==> config.mk <==
export PLATFORM = sky130hd
export DESIGN_NAME = sk_eta_packer
export DESIGN_NICKNAME = d
export VERILOG_FILES = /design/src/rtl/sk_eta_packer.sv
export SDC_FILE = /design/constraint.sdc
export NUM_CORES = 1
export LEC_CHECK = 0
export BUFFER_PORTS_ARGS = -buffer_cell sky130_fd_sc_hd__buf_2
export CORE_AREA = 5 5 118 131
export CTS_CLUSTER_DIAMETER = 150
export DETAILED_ROUTE_END_ITERATION = 7
export DIE_AREA = 0 0 123 136
export GPL_TIMING_DRIVEN = 0
export HOLD_SLACK_MARGIN = 0.08
export PLACE_DENSITY = 0.7
export SLEW_MARGIN = 20
export SYNTH_ARGS = -nofsm -noshare
export SYNTH_HDL_FRONTEND = slang
export SYNTH_SLANG_ARGS = --single-unit
==> constraint.sdc <==
create_clock -name clk -period 3.2 [get_ports clk]
set_clock_uncertainty 0.1 [all_clocks]
set_input_delay 0 -clock clk [delete_from_list [all_inputs] [get_ports clk]]
set_output_delay 0 -clock clk [all_outputs]
set_load 0.02 [all_outputs]
==> src/rtl/sk_eta_packer.sv <==
// Centres sampled eta coefficients into polynomial RAM writes and packs the raw coefficients
// LSB-first into the secret-key byte stream through a small first-word-fall-through FIFO.
module sk_eta_packer #(
  parameter int unsigned Q          = 8380417,
  parameter int unsigned FIFO_DEPTH = 8
) (
  input  logic        clk,
  input  logic        rst_n,
  input  logic        i_start,
  input  logic [2:0]  i_security_level,
  input  logic        i_coeff_valid,
  input  logic [3:0]  i_coeff_data,
  output logic        o_poly_we,
  output logic [7:0]  o_poly_addr,
  output logic [22:0] o_poly_data,
  output logic        o_byte_valid,
  output logic [7:0]  o_byte_data,
  input  logic        i_byte_ready,
  output logic        o_done,
  output logic        o_overflow,
  output logic        o_range_err
);

  localparam int unsigned PtrW = (FIFO_DEPTH > 1) ? $clog2(FIFO_DEPTH) : 1;
  localparam int unsigned CntW = $clog2(FIFO_DEPTH + 1);
  localparam logic [22:0] QMod = 23'(Q);
  localparam logic [CntW-1:0] FifoFull = CntW'(FIFO_DEPTH);

  typedef enum logic [1:0] {StIdle, StRun, StDrain, StDone} state_e;

  state_e state_q, state_d;

  logic [2:0]  eta_q, width_q;
  logic [7:0]  cnt_q;
  logic [11:0] acc_q;
  logic [3:0]  fill_q;
  logic        poly_we_q;
  logic [7:0]  poly_addr_q;
  logic [22:0] poly_data_q;
  logic        range_err_q;

  logic [7:0]      mem_q [FIFO_DEPTH];
  logic [PtrW-1:0] wr_ptr_q, rd_ptr_q;
  logic [CntW-1:0] fifo_cnt_q;
  logic            overflow_q;

  logic        run, accept, eta4;
  logic [3:0]  coeff_mask, coeff_bits;
  logic [11:0] acc_sum, acc_d;
  logic [3:0]  fill_sum, fill_d;
  logic        emit;
  logic [22:0] eta_ext, coeff_ext, poly_data_d;
  logic        range_hit;
  logic        push, pop, full, wr_en, drop;

  // FSM: state register
  always_ff @(posedge clk or negedge rst_n) begin
    if (!rst_n) begin
      state_q <= StIdle;
    end else begin
      state_q <= state_d;
    end
  end

  // FSM: next state; i_start restarts from any state
  always_comb begin
    state_d = state_q;
    if (i_start) begin
      state_d = StRun;
    end else begin
      case (state_q)
        StRun:   if (accept && (cnt_q == 8'd255)) state_d = StDrain;
        StDrain: if (fifo_cnt_q == '0) state_d = StDone;
        default: ;
      endcase
    end
  end

  // FSM: outputs
  always_comb begin
    run    = (state_q == StRun);
    o_done = (state_q == StDone);
  end

  assign eta4   = (i_security_level == 3'd3);
  assign accept = run && i_coeff_valid && !i_start;

  // Bit accumulator: at most 7 leftover bits plus a 4-bit coefficient fits in 12 bits
  always_comb begin
    coeff_mask = (width_q == 3'd4) ? 4'hf : 4'h7;
    coeff_bits = i_coeff_data & coeff_mask;
    acc_sum    = acc_q | ({8'd0, coeff_bits} << fill_q);
    fill_sum   = fill_q + {1'b0, width_q};
    emit       = (fill_sum >= 4'd8);
    acc_d      = emit ? (acc_sum >> 8) : acc_sum;
    fill_d     = emit ? (fill_sum - 4'd8) : fill_sum;
  end

  // Centred value eta - c, wrapped into [0, Q) when negative
  always_comb begin
    eta_ext     = {20'd0, eta_q};
    coeff_ext   = {19'd0, i_coeff_data};
    poly_data_d = (coeff_ext <= eta_ext) ? (eta_ext - coeff_ext)
                                         : (QMod + eta_ext - coeff_ext);
    range_hit   = (i_coeff_data > {eta_q, 1'b0});
  end

  always_ff @(posedge clk or negedge rst_n) begin
    if (!rst_n) begin
      eta_q       <= '0;
      width_q     <= '0;
      cnt_q       <= '0;
      acc_q       <= '0;
      fill_q      <= '0;
      poly_we_q   <= 1'b0;
      poly_addr_q <= '0;
      poly_data_q <= '0;
      range_err_q <= 1'b0;
    end else if (i_start) begin
      eta_q       <= eta4 ? 3'd4 : 3'd2;
      width_q     <= eta4 ? 3'd4 : 3'd3;
      cnt_q       <= '0;
      acc_q       <= '0;
      fill_q      <= '0;
      poly_we_q   <= 1'b0;
      range_err_q <= 1'b0;
    end else begin
      poly_we_q <= accept;
      if (accept) begin
        cnt_q       <= cnt_q + 8'd1;
        acc_q       <= acc_d;
        fill_q      <= fill_d;
        poly_addr_q <= cnt_q;
        poly_data_q <= poly_data_d;
        if (range_hit) range_err_q <= 1'b1;
      end
    end
  end

  // Output FIFO; a push into a full FIFO is still accepted when a pop frees a slot
  always_comb begin
    push  = accept && emit;
    pop   = (fifo_cnt_q != '0) && i_byte_ready;
    full  = (fifo_cnt_q == FifoFull);
    wr_en = push && (!full || pop);
    drop  = push && full && !pop;
  end

  always_ff @(posedge clk or negedge rst_n) begin
    if (!rst_n) begin
      wr_ptr_q   <= '0;
      rd_ptr_q   <= '0;
      fifo_cnt_q <= '0;
      overflow_q <= 1'b0;
    end else if (i_start) begin
      wr_ptr_q   <= '0;
      rd_ptr_q   <= '0;
      fifo_cnt_q <= '0;
      overflow_q <= 1'b0;
    end else begin
      if (wr_en) wr_ptr_q <= wr_ptr_q + 1'b1;
      if (pop)   rd_ptr_q <= rd_ptr_q + 1'b1;
      case ({wr_en, pop})
        2'b10:   fifo_cnt_q <= fifo_cnt_q + 1'b1;
        2'b01:   fifo_cnt_q <= fifo_cnt_q - 1'b1;
        default: ;
      endcase
      if (drop) overflow_q <= 1'b1;
    end
  end

  always_ff @(posedge clk or negedge rst_n) begin
    if (!rst_n) begin
      for (int unsigned i = 0; i < FIFO_DEPTH; i++) mem_q[i] <= '0;
    end else if (wr_en && !i_start) begin
      mem_q[wr_ptr_q] <= acc_sum[7:0];
    end
  end

  assign o_poly_we    = poly_we_q;
  assign o_poly_addr  = poly_addr_q;
  assign o_poly_data  = poly_data_q;
  assign o_byte_valid = (fifo_cnt_q != '0);
  assign o_byte_data  = mem_q[rd_ptr_q];
  assign o_overflow   = overflow_q;
  assign o_range_err  = range_err_q;

endmodule
Yosys cells after proc, flatten, opt, wreduce, memory -nomap -nowiden. Cells that the tools add are included.

Output and inout port bits: 44. Logic and storage cells: 115. Flip-flop bits (word level): 140.

Bitwise logic cells: 5. Shifts and indexed selects: 1. Equality and inequality tests: 11. $lt $le $gt $ge: 6. Multiplexer cells: 34. Reductions and logical operators: 26. Add/subtract/negate cells: 10.

Operators with widths (number): $bwmux 64 (1); $mux 8 (5); $mux 12 (3); $bmux 8 s3 (1); $demux 8 s3 (1); $mux 23 (1); $mux 4 (5); $mux 3 (6); $sub 15x5->16 (1); $add 14x4->15 const A (1); $ge 4x4->1 const B (3); $or 12x12->12 (1); $shl 4x4->12 (1); $logic_and 1x1->1 (10); $reduce_bool 2->1 (5); $add 8x1->8 const B (1); $eq 8x8->1 const B (1); $not 3->4 (2); $pmux 4 s2 (1); $add 3x1->3 const B (2); $eq 2x2->1 const B (3); $mux 1 (6); $mux 2 (3); $reduce_bool 3->1 (2); other kinds (23) (27).

Longest topological paths before layout. Gate-level depths: netlist (run 1).

Depth in word-level cells: 8. Depth in mapped cells: 12.

Least setup slack after synthesis (run 1). Ideal clock, no wire load.

Kind: reg2reg. Start: register width_q[1]. End: register fifo_cnt_q[3]. Setup time: 86 ps. Setup slack: 535 ps. Stages on the path, launching flop included: 10. Arrival time: 2479 ps. Buffers on the path: 0. Data required time: 3014 ps. Cell sequence: dfrtp_1 -> ha_1 -> a21o_1 -> a2111oi_4 -> nor3_1 -> ha_1 -> o21ai_0 -> and4b_1 -> o31a_1 -> nor3_1.

Longest elaborated chain between the ends: 7. Elaborated cells on any way between the ends: 9.

Ends and longest elaborated chain: start: declaration (line 33) `logic [2:0] eta_q, width_q;`; start signal: assignment (line 121) `width_q <= eta4 ? 3'd4 : 3'd3;`; $add 4x3->4 (*) (line 93) `fill_sum = fill_q + {1'b0, width_q};`; $ge 4x4->1 (*) (line 94) `emit = (fill_sum >= 4'd8);`; $logic_and 1x1->1 (*) (line 142) `push = accept && emit;`; $logic_and 1x1->1 (*) (line 145) `wr_en = push && (!full || pop);`; $eq 2x1->1 / $eq 2x2->1 (equally long branches) (line 163) `case ({wr_en, pop})`; $pmux 4 s2 (line 163); $mux 4 (line 155) `end else if (i_start) begin`; end signal: assignment (line 164) `2'b10: fifo_cnt_q <= fifo_cnt_q + 1'b1;`; end signal: assignment (line 165) `2'b01: fifo_cnt_q <= fifo_cnt_q - 1'b1;`; end: declaration (line 44) `logic [CntW-1:0] fifo_cnt_q;`.

Every way passes the cells marked *; elsewhere a longest branch is shown, timed or not. A chain may end at the register's enable or synchronous reset.

==> summary.md, run 1 <==
Top cell family by delay on the critical path: compound AO/OA/AOI/OAI gates. Tracing the worst setup path back leads to its startpoint at eta_q[2]. Summing the sequential cell areas from Yosys gives 49.0% of the chip area. After global routing the overflow that remains totals 0. The cell count of the worst reg-to-reg path was 9.

The run gives 1205 as the number of inserted filler cells in the final layout. Top flip-flop cell by instance count after synthesis: sky130_fd_sc_hd__dfrtp_1. Once placement finished, the instance area stood at 6680 um2. The finished cells cover 7420 um2. The cell with the largest stage delay on the worst path is sky130_fd_sc_hd__a211oi_1. Of all flip-flops after synthesis, the portion carrying an async set or reset was 100%. STA classifies the critical path endpoint as a flip-flop.

The average vias per placed instance was 5.33; the headroom to the max-slew limit was 40.8%. In this run the core area contains 46 standard-cell rows. At the pin with the least slew margin, the transition time is 882 ps.

Fraction of the cycle the final worst path needs: 93.6%. The count of buffers added on input and output ports is 54. Dividing the detail-routed wire length by the instance count gives 16.9 um. For the aggregate negative setup slack, the log shows 0 ps.

The area of the core was 14100 um2; the post-synthesis sequential element count was 120. Following the worst setup path forward leads to its endpoint at fifo_cnt_q[3]. The critical setup path kind was flip-flop to flip-flop.

56 I/O pins were placed. The simple-gate area share of the yosys netlist was 11.0%; the cell internal power dissipation was 3420 uW. The clock passes through at most 2 buffers.

The global-route total usage across every layer was 17.5%. Cells fill 52.6% of the core in the end. At the end of the flow, the number of nets in the layout was 634. The clock drives 120 sinks.

The run finished with clean final reports. The switching share of power works out to 29.1%. For the initial core utilization, the log shows 43.5%. The first detailed-routing pass took 4 iterations.

For the number of distinct library cell variants in the gate-level netlist after synthesis, the log shows 53. The first global-routing pass estimated 22.5 mm of wire. The number of enable flip-flop cells after synthesis was 0. The smallest clock period supported by the final layout is computed as 2990 ps. The worst register-to-register path begins at eta_q[2]. The run gives 0 as the total setup violations reported at the end of the flow.

The tools report the largest net degree at the start of global routing as 74. Once detailed placement completed, the half-perimeter wirelength came to 9.11 mm. By area the synthesized netlist is led by sky130_fd_sc_hd__dfrtp_1 (49%), sky130_fd_sc_hd__mux2_2 (13%), sky130_fd_sc_hd__mux4_2 (5.9%). Chip height: 136 um.

Area share of xor/xnor cells in the synthesized design: 2.43%. The number of buffer and inverter stages on the critical path was 0. The detailed router finished its first iteration with 248 violations.

Setup repair after global routing left no endpoint under its margin. After detailed routing, the total wire length is 13.6 mm. The floorplan step defined a die boundary enclosing 16700 um2. For this run, design rule violations remaining after detail routing come to 0. 0 antenna diodes ended up in the layout.

The logs give 40.6% for the fraction of power consumed by the clock network and 420 ps for the source-to-sink clock delay at the later pin of the worst-skew pair. The worst register-to-register path ends at fifo_cnt_q[3]. The synthesized netlist devotes 4.24% of its cell area to adder and majority cells.

Number of buffers inserted during clock tree synthesis: 17. The average size of a mapped cell is 11.8 um2, and the top-area cell type share of the netlist area is 49.0%. For this run, the number of Yosys warnings is 0. The logs give 4293 for the routed via count and 0.00362 uW for the leakage component of the power. For the final-report hold violation count, the log shows 0.

For the worst setup path, the data arrival time is 3220 ps. The power share of the combinational group was 24.0%; the routability congestion estimate from global placement was 0.850. The area growth from synthesis to layout is 21.0%.

TritonCTS built the clock tree. The number of antenna violations at the first check in global routing came out at 0. The tree is rooted in a sky130_fd_sc_hd__clkbuf_16. The portion of total power attributed to sequential cells is 35.4%. The finished layout holds 806 standard cells, fillers aside. The count of cell instances traversed by the critical path came out at 9. The run gives 1400 uW as the power spent charging and discharging nets.

The share of layout cells above drive strength 1 is 33.1%. In this run, placement finished with an instance count of 765. The run gives 210 ps as the setup slack of the worst register-to-register path.

In this run the horizontal extent of the chip is 123 um. Traced cell by cell, the critical path runs through ha_1 > a21oi_1 > a211oi_1 > nor3_1 > ha_1 > o21ai_0 > and4b_1 > o31a_1 > nor3_1. The number of global-route vias before repair is 4422, and the gate count of the mapped netlist is 518. The main combinational cell family by area after synthesis is multiplexers.

The antenna violation net count after detailed routing was 0. The nature of the critical path startpoint is a flip-flop. The number of H-tree branching levels was 4.

The class of the tightest hold or removal check was primary input to flip-flop. For the worst setup path, the data required time is 3430 ps. The worst vdd rail ir drop was 0.427 mV.

The tools report the number of nets in the synthesized netlist as 549. For this run, the slowest stage of the critical path takes 550 ps. For the number of maximum-capacitance constraint violations, the log shows 0. The proportion of synthesized area in mux cells is 21.4%, and the complex-gate fraction of the synthesized area is 7.24%.

Of all cell types, the one taking the most synthesized area is sky130_fd_sc_hd__dfrtp_1. Summing every instance area after synthesis gives 6130 um2. After clock tree synthesis, the clock-pin slew on the worst setup and hold paths is 50 ps. Power spread over the standard cell area amounts to 651 nW/um2. The highest attainable clock frequency was 334 MHz; the number of pins with negative max-slew slack in the final report was 0. In this run the worst path has a maximum fanout of 5.
[per-layer routing]
metal	routed length, um	track usage (%)
met5	0	0
met4	231	6.58
met3	625	4.29
met2	6710	28.7
met1	6030	22.4
[kinds of logic (layout without fill, tap and decap cells)]
| family | after synthesis | in the layout |
|---|---|---|
| compound gates | 66 | 66 |
| xor+xnor | 17 | 17 |
| fa+ha+maj | 19 | 19 |
| buf+inv | 59 | 155 |
| flops | 120 | 120 |
| mux | 102 | 102 |
| simple gates | 135 | 135 |
[power by group through the flow]
stage	Clock, uW	Sequential (uW)	Combinational [uW]
after global routing	2070	1730	1270
final	1960	1710	1160
after detailed placement	0	1730	1140
after floorplan	0	1740	805
after global placement	0	1720	1110
after CTS	2000	1710	1170
[worst min-delay path by stage]
stage                               start             end  cells past startpoint  slack [ps]
after detailed placement            rst_n  o_poly_addr[2]                      1        -130
after global routing      i_coeff_data[2]        acc_q[8]                      4         190
after floorplan                     rst_n        acc_q[0]                      0        -400
after global placement       i_byte_ready     rd_ptr_q[1]                      3         220
final                     i_coeff_data[2]     o_range_err                      6         180
after CTS                 i_coeff_data[2]        acc_q[8]                      4         150
[metrics by stage]
stage                     hold WS (ps)  total power, uW  setup WS, ps
final                              175             4830           206
after global routing               194             5060          22.9
after CTS                          150             4870           143
after detailed placement          -125             2870           260
after global placement             225             2830           289
after floorplan                   -396             2540           535
[registers in the layout, summed over array words and instances, names as in the netlist]
name / count
mem_q: 64
acc_q: 12
cnt_q: 8
o_poly_addr: 8
o_poly_data: 7
fifo_cnt_q: 4
fill_q: 4
rd_ptr_q: 3
wr_ptr_q: 3
state_q: 2
eta_q: 1
o_overflow: 1
o_poly_we: 1
o_range_err: 1
width_q: 1
[cells in the final DEF, fill, tap and decap left out, drive strengths merged, types with 5 or more instances in the layout]
| cell | Yosys | layout |
|---|---|---|
| a21o | 6 | 6 |
| dfrtp | 120 | 120 |
| xor2 | 10 | 10 |
| nand3 | 11 | 11 |
| mux2 | 73 | 73 |
| nor2 | 38 | 38 |
| nand2 | 48 | 48 |
| dlygate4sd3 | 0 | 10 |
| nand4 | 5 | 5 |
| a31oi | 5 | 5 |
| a21oi | 13 | 13 |
| a22o | 6 | 6 |
| o21ai | 17 | 17 |
| inv | 19 | 19 |
| clkbuf | 16 | 39 |
| xnor2 | 7 | 7 |
| nor2b | 5 | 5 |
| mux2i | 13 | 13 |
| ha | 16 | 16 |
| nor3 | 11 | 11 |
| mux4 | 16 | 16 |
| buf | 23 | 79 |
[worst min-delay path: stages]
cell and delay [ps]:
sky130_fd_sc_hd__buf_2 120, sky130_fd_sc_hd__inv_1 100, sky130_fd_sc_hd__ha_1 140, sky130_fd_sc_hd__a41oi_1 110, sky130_fd_sc_hd__a21oi_1 130, sky130_fd_sc_hd__nor2_1 50
[area by class of cell]
class | count | area [um2] | share of cell area (%)
Sequential cell | 120 | 3000 | 40.5
Multi-Input combinational cell | 339 | 2840 | 38.3
Clock buffer | 23 | 498 | 6.71
Timing Repair Buffer | 66 | 432 | 5.82
Tap cell | 192 | 240 | 3.24
Buffer | 39 | 213 | 2.87
Clock inverter | 7 | 116 | 1.57
Inverter | 20 | 75.1 | 1.01
[Yosys cell counts (3+ instances only)]
| cell | n |
|---|---|
| sky130_fd_sc_hd__clkbuf_1 | 16 |
| sky130_fd_sc_hd__nor2_1 | 37 |
| sky130_fd_sc_hd__nand4_1 | 4 |
| sky130_fd_sc_hd__a31oi_1 | 5 |
| sky130_fd_sc_hd__dfrtp_1 | 120 |
| sky130_fd_sc_hd__nor3_1 | 10 |
| sky130_fd_sc_hd__nand2_2 | 3 |
| sky130_fd_sc_hd__fa_1 | 3 |
| sky130_fd_sc_hd__inv_1 | 19 |
| sky130_fd_sc_hd__xnor2_1 | 7 |
| sky130_fd_sc_hd__nand3_2 | 4 |
| sky130_fd_sc_hd__buf_1 | 4 |
| sky130_fd_sc_hd__mux2i_1 | 13 |
| sky130_fd_sc_hd__o31ai_1 | 3 |
| sky130_fd_sc_hd__buf_4 | 17 |
| sky130_fd_sc_hd__a21oi_1 | 13 |
| sky130_fd_sc_hd__a21o_1 | 6 |
| sky130_fd_sc_hd__o21bai_1 | 4 |
| sky130_fd_sc_hd__nand2_1 | 45 |
| sky130_fd_sc_hd__nor2b_1 | 5 |
| sky130_fd_sc_hd__xor2_1 | 10 |
| sky130_fd_sc_hd__a211oi_1 | 3 |
| sky130_fd_sc_hd__nand3_1 | 7 |
| sky130_fd_sc_hd__mux4_2 | 16 |
| sky130_fd_sc_hd__ha_1 | 16 |
| sky130_fd_sc_hd__a22o_1 | 6 |
| sky130_fd_sc_hd__mux2_2 | 72 |
| sky130_fd_sc_hd__o21ai_0 | 17 |
[timing repair]
item                      4_1_cts  5_1_grt
hold endpoints to repair      132        0
gates resized for setup         0        0
setup buffers                   0        0
hold buffers                   11        0
No activity file was read; power rests on OpenSTA's default activity.
==> inputs of run 2 (changes only) <==
--- a/config.mk
+++ b/config.mk
@@ -6,13 +6,14 @@
 export NUM_CORES = 1
 export LEC_CHECK = 0
 export BUFFER_PORTS_ARGS = -buffer_cell sky130_fd_sc_hd__buf_2
-export CORE_AREA = 5 5 118 131
+export CAP_MARGIN = 20
+export CORE_AREA = 5 5 103 115
 export CTS_CLUSTER_DIAMETER = 150
 export DETAILED_ROUTE_END_ITERATION = 7
-export DIE_AREA = 0 0 123 136
+export DIE_AREA = 0 0 108 120
 export GPL_TIMING_DRIVEN = 0
 export HOLD_SLACK_MARGIN = 0.08
-export PLACE_DENSITY = 0.7
+export PLACE_DENSITY = 0.87
 export SLEW_MARGIN = 20
 export SYNTH_ARGS = -nofsm -noshare
 export SYNTH_HDL_FRONTEND = slang
==> run 2 against run 1 <==
- sequential power barely moved
- largest power group unchanged
- combinational power barely moved
- global-route usage rose by 5.9 points
- worst setup slack got worse by 0.93 ps
- via count increased by 4.0%
- clock-buffer cell count is 4 lower
- core utilization up 18 points
- routed wire length up 5.8%
- die area down 23%
- power rose by 5.8%
- critical path type is now flip-flop to output port
- largest cell class unchanged
==> summary.md, run 2 (synthesized netlist as in run 1, its figures left out) <==
The run finished with clean final reports. The number of buffer and inverter stages on the critical path works out to 3 (+3). Traced cell by cell, the critical path runs through buf_2 > buf_1 > mux4_2 > mux2_2 > buf_2. The average vias per placed instance was 5.85 (+9.9%); the final-report hold violation count was 0 (unchanged). The share of layout cells above drive strength 1 was 33.6% (+0.54 points); the total power per unit cell area was 686 nW/um2 (+5.4%). The routability congestion estimate from global placement was 0.882 (+3.8%). Most common cell after layout, fill and taps aside: sky130_fd_sc_hd__dfrtp_1.

In the layout the commonest cells are sky130_fd_sc_hd__dfrtp_1 (120), sky130_fd_sc_hd__mux2_2 (72), sky130_fd_sc_hd__buf_2 (55). The register with the most flip-flops is mem_q. The tree is rooted in a sky130_fd_sc_hd__clkbuf_16. The maximum fanout count along the critical path was 10 (+5); the number of DRC markers after the initial detailed-route iteration was 195 (-21%). The number of flip-flops under the largest register name came out at 64 (unchanged).

The worst-case setup margin in the final layout was 205 ps (-0.932 ps). STA classifies the critical path startpoint as a flip-flop. The boundary pin count came out at 56 (unchanged). For the number of buffers inserted during clock tree synthesis, the log shows 17 (unchanged). Setup repair after global routing left no endpoint under its margin. The run gives 2 (unchanged) as the maximum number of buffers from clock root to sink.

For the area of the die, the log shows 13000 um2 (-23%). The initial core utilization was 57.8% (+14 points); the aggregate negative setup slack was 0 ps (unchanged). The worst vdd rail ir drop came out at 0.460 mV (+7.7%).

For the count of TritonRoute iterations in the first routing pass, the log shows 4 (unchanged). The required time of the critical path was 3100 ps (-330 ps). The post-place setup slack came out at 193 ps (-67.1 ps). TritonCTS built the clock tree. The top cell family by delay on the critical path was buffers and inverters. The number of global-route vias before repair is 4696 (+6.2%). For the number of placement rows, the log shows 40 (-13%). The number of inserted filler cells in the final layout was 715 (-41%).

The number of pins with negative max-slew slack in the final report was 0 (unchanged); the antenna violation net count after detailed routing was 0 (unchanged). The final core utilization came out at 70.2% (+18 points). The global-route total usage across every layer is 23.3% (+5.9 points), and the worst-margin pin slew is 922 ps (+40.9 ps). The tools report the worst slack on hold paths as 175 ps (-0.792 ps). The sink count of the clock tree was 120 (unchanged). The chip height came out at 120 um (-12%).

The detailed-route DRC error count was 0 (unchanged); the leakage component of the power was 0.00365 uW (+0.94%). The register clock-pin slew on the reported worst setup and hold paths was 60 ps (about the same). The run gives 0 (unchanged) as the number of maximum-capacitance constraint violations. For the source-to-sink clock delay at the later pin of the worst-skew pair, the log shows 410 ps (about the same). Counting stages on the worst path, the most repeated cell is sky130_fd_sc_hd__buf_2. The headroom to the max-slew limit is 38.5% (-2.3 points).

The worst setup path is captured at an output port. The largest net degree at the start of global routing came out at 66 (-11%). The cell with the largest stage delay on the worst path was sky130_fd_sc_hd__buf_1.

The area of the core came out at 10600 um2 (-25%). The fraction of the cycle the final worst path needs is 93.6% (about the same), and the highest attainable clock frequency is 334 MHz (about the same). The global-route wire length before repair was 23.5 mm (+4.5%). Shortest clock period the worst path allows after layout: 2990 ps (+0.932 ps). The number of H-tree branching levels was 4 (unchanged). The worst setup path is of the flip-flop to output port kind. The net total in the final layout was 634 (unchanged); the total setup violations reported at the end of the flow was 0 (unchanged).

The total power draw is 5110 uW (+5.8%), and the die span in x is 108 um (-12%). The final antenna diode count was 0 (unchanged); the signed area change from the synthesized netlist to the final layout was 21.4%. The largest registers in the layout are mem_q: 64 flops, acc_q: 12 flops. The class of the tightest hold or removal check was primary input to flip-flop. The tools report the routed via count as 4465 (+4.0%).

The count of buffers added by post-CTS timing repair for setup was 0 (unchanged). The number of antenna violations at the first check in global routing is 0 (unchanged), and the delay of the slowest cell on the worst path is 740 ps (+190 ps). The detailed-route wire length per cell works out to 18.9 um (+12%). The final global-route overflow total was 0 (unchanged). The wire length after detailed routing was 14.4 mm (+5.8%); the count of buffers inserted at the top-level ports was 54 (unchanged).

The worst endpoint data arrival time was 2890 ps (-330 ps); the detailed placement HPWL was 9.46 mm (+3.9%).
## run 2: cell types whose count changed in the layout (fill, tap and decap cells not counted), sizes merged
cell | before | now
clkinv | 4 | 5
clkbuf | 39 | 35
inv | 19 | 21
bufinv | 3 | 6
## run 2: metrics by stage
stage	std cells	area (um2)
global placement	719	6590
CTS	763	7440
detailed placement	720	6620
global route	763	7450
floorplan	518	6130
finish	763	7450
## run 2: metal layers
metal	track usage, %	share of wire, %	up-vias
met5	0	0	-
li1	-	-	2001
met2	40.3	52	161
met3	4.95	5.5	35
met4	9.55	2.5	0
met1	28.2	40	2268
## run 2: layout make-up
| type | instances | area [um2] | share of cell area, % |
|---|---|---|---|
| Multi-Input combinational cell | 339 | 2850 | 38.2 |
| Inverter | 20 | 75.1 | 1.01 |
| Tap cell | 147 | 184 | 2.47 |
| Sequential cell | 120 | 3000 | 40.3 |
| Buffer | 39 | 213 | 2.86 |
| Timing Repair Buffer | 66 | 432 | 5.80 |
| Clock buffer | 19 | 453 | 6.08 |
| Clock inverter | 13 | 240 | 3.23 |
## run 2: power by group
part           internal (uW)  switching (uW)  leakage [uW]
combinational            485             687       0.00169
clock                   1510             706      0.000334
sequential              1630            92.1       0.00163
## run 2: path summary, 6_finish.rpt
check	from	endpoint	slack (ps)	cells past startpoint
max	rd_ptr_q[0]	o_byte_data[0]	210	5
min	i_coeff_data[2]	acc_q[9]	170	4
max reg2reg	width_q[1]	fifo_cnt_q[3]	270	9
min in group asynchronous	rst_n	cnt_q[3]	590	4
max in group asynchronous	rst_n	mem_q[56]	2100	4
min reg2reg	o_poly_addr[7]	o_poly_addr[7]	370	2
## run 2: repair_timing
| action | CTS | global route |
|---|---|---|
| setup endpoints to repair | 0 | 1 |
| hold buffers | 11 | 0 |
| hold endpoints to repair | 130 | 0 |
| resized for setup | 0 | 1 |
## run 2: worst reg2reg max path, delay by kind of cell (launching register included)
kind	cells	cell delay (ps)
AOI/OAI and AO/OA	4	1090
adders and majority gates	2	710
DFF	1	470
and+or+nand+nor	3	480
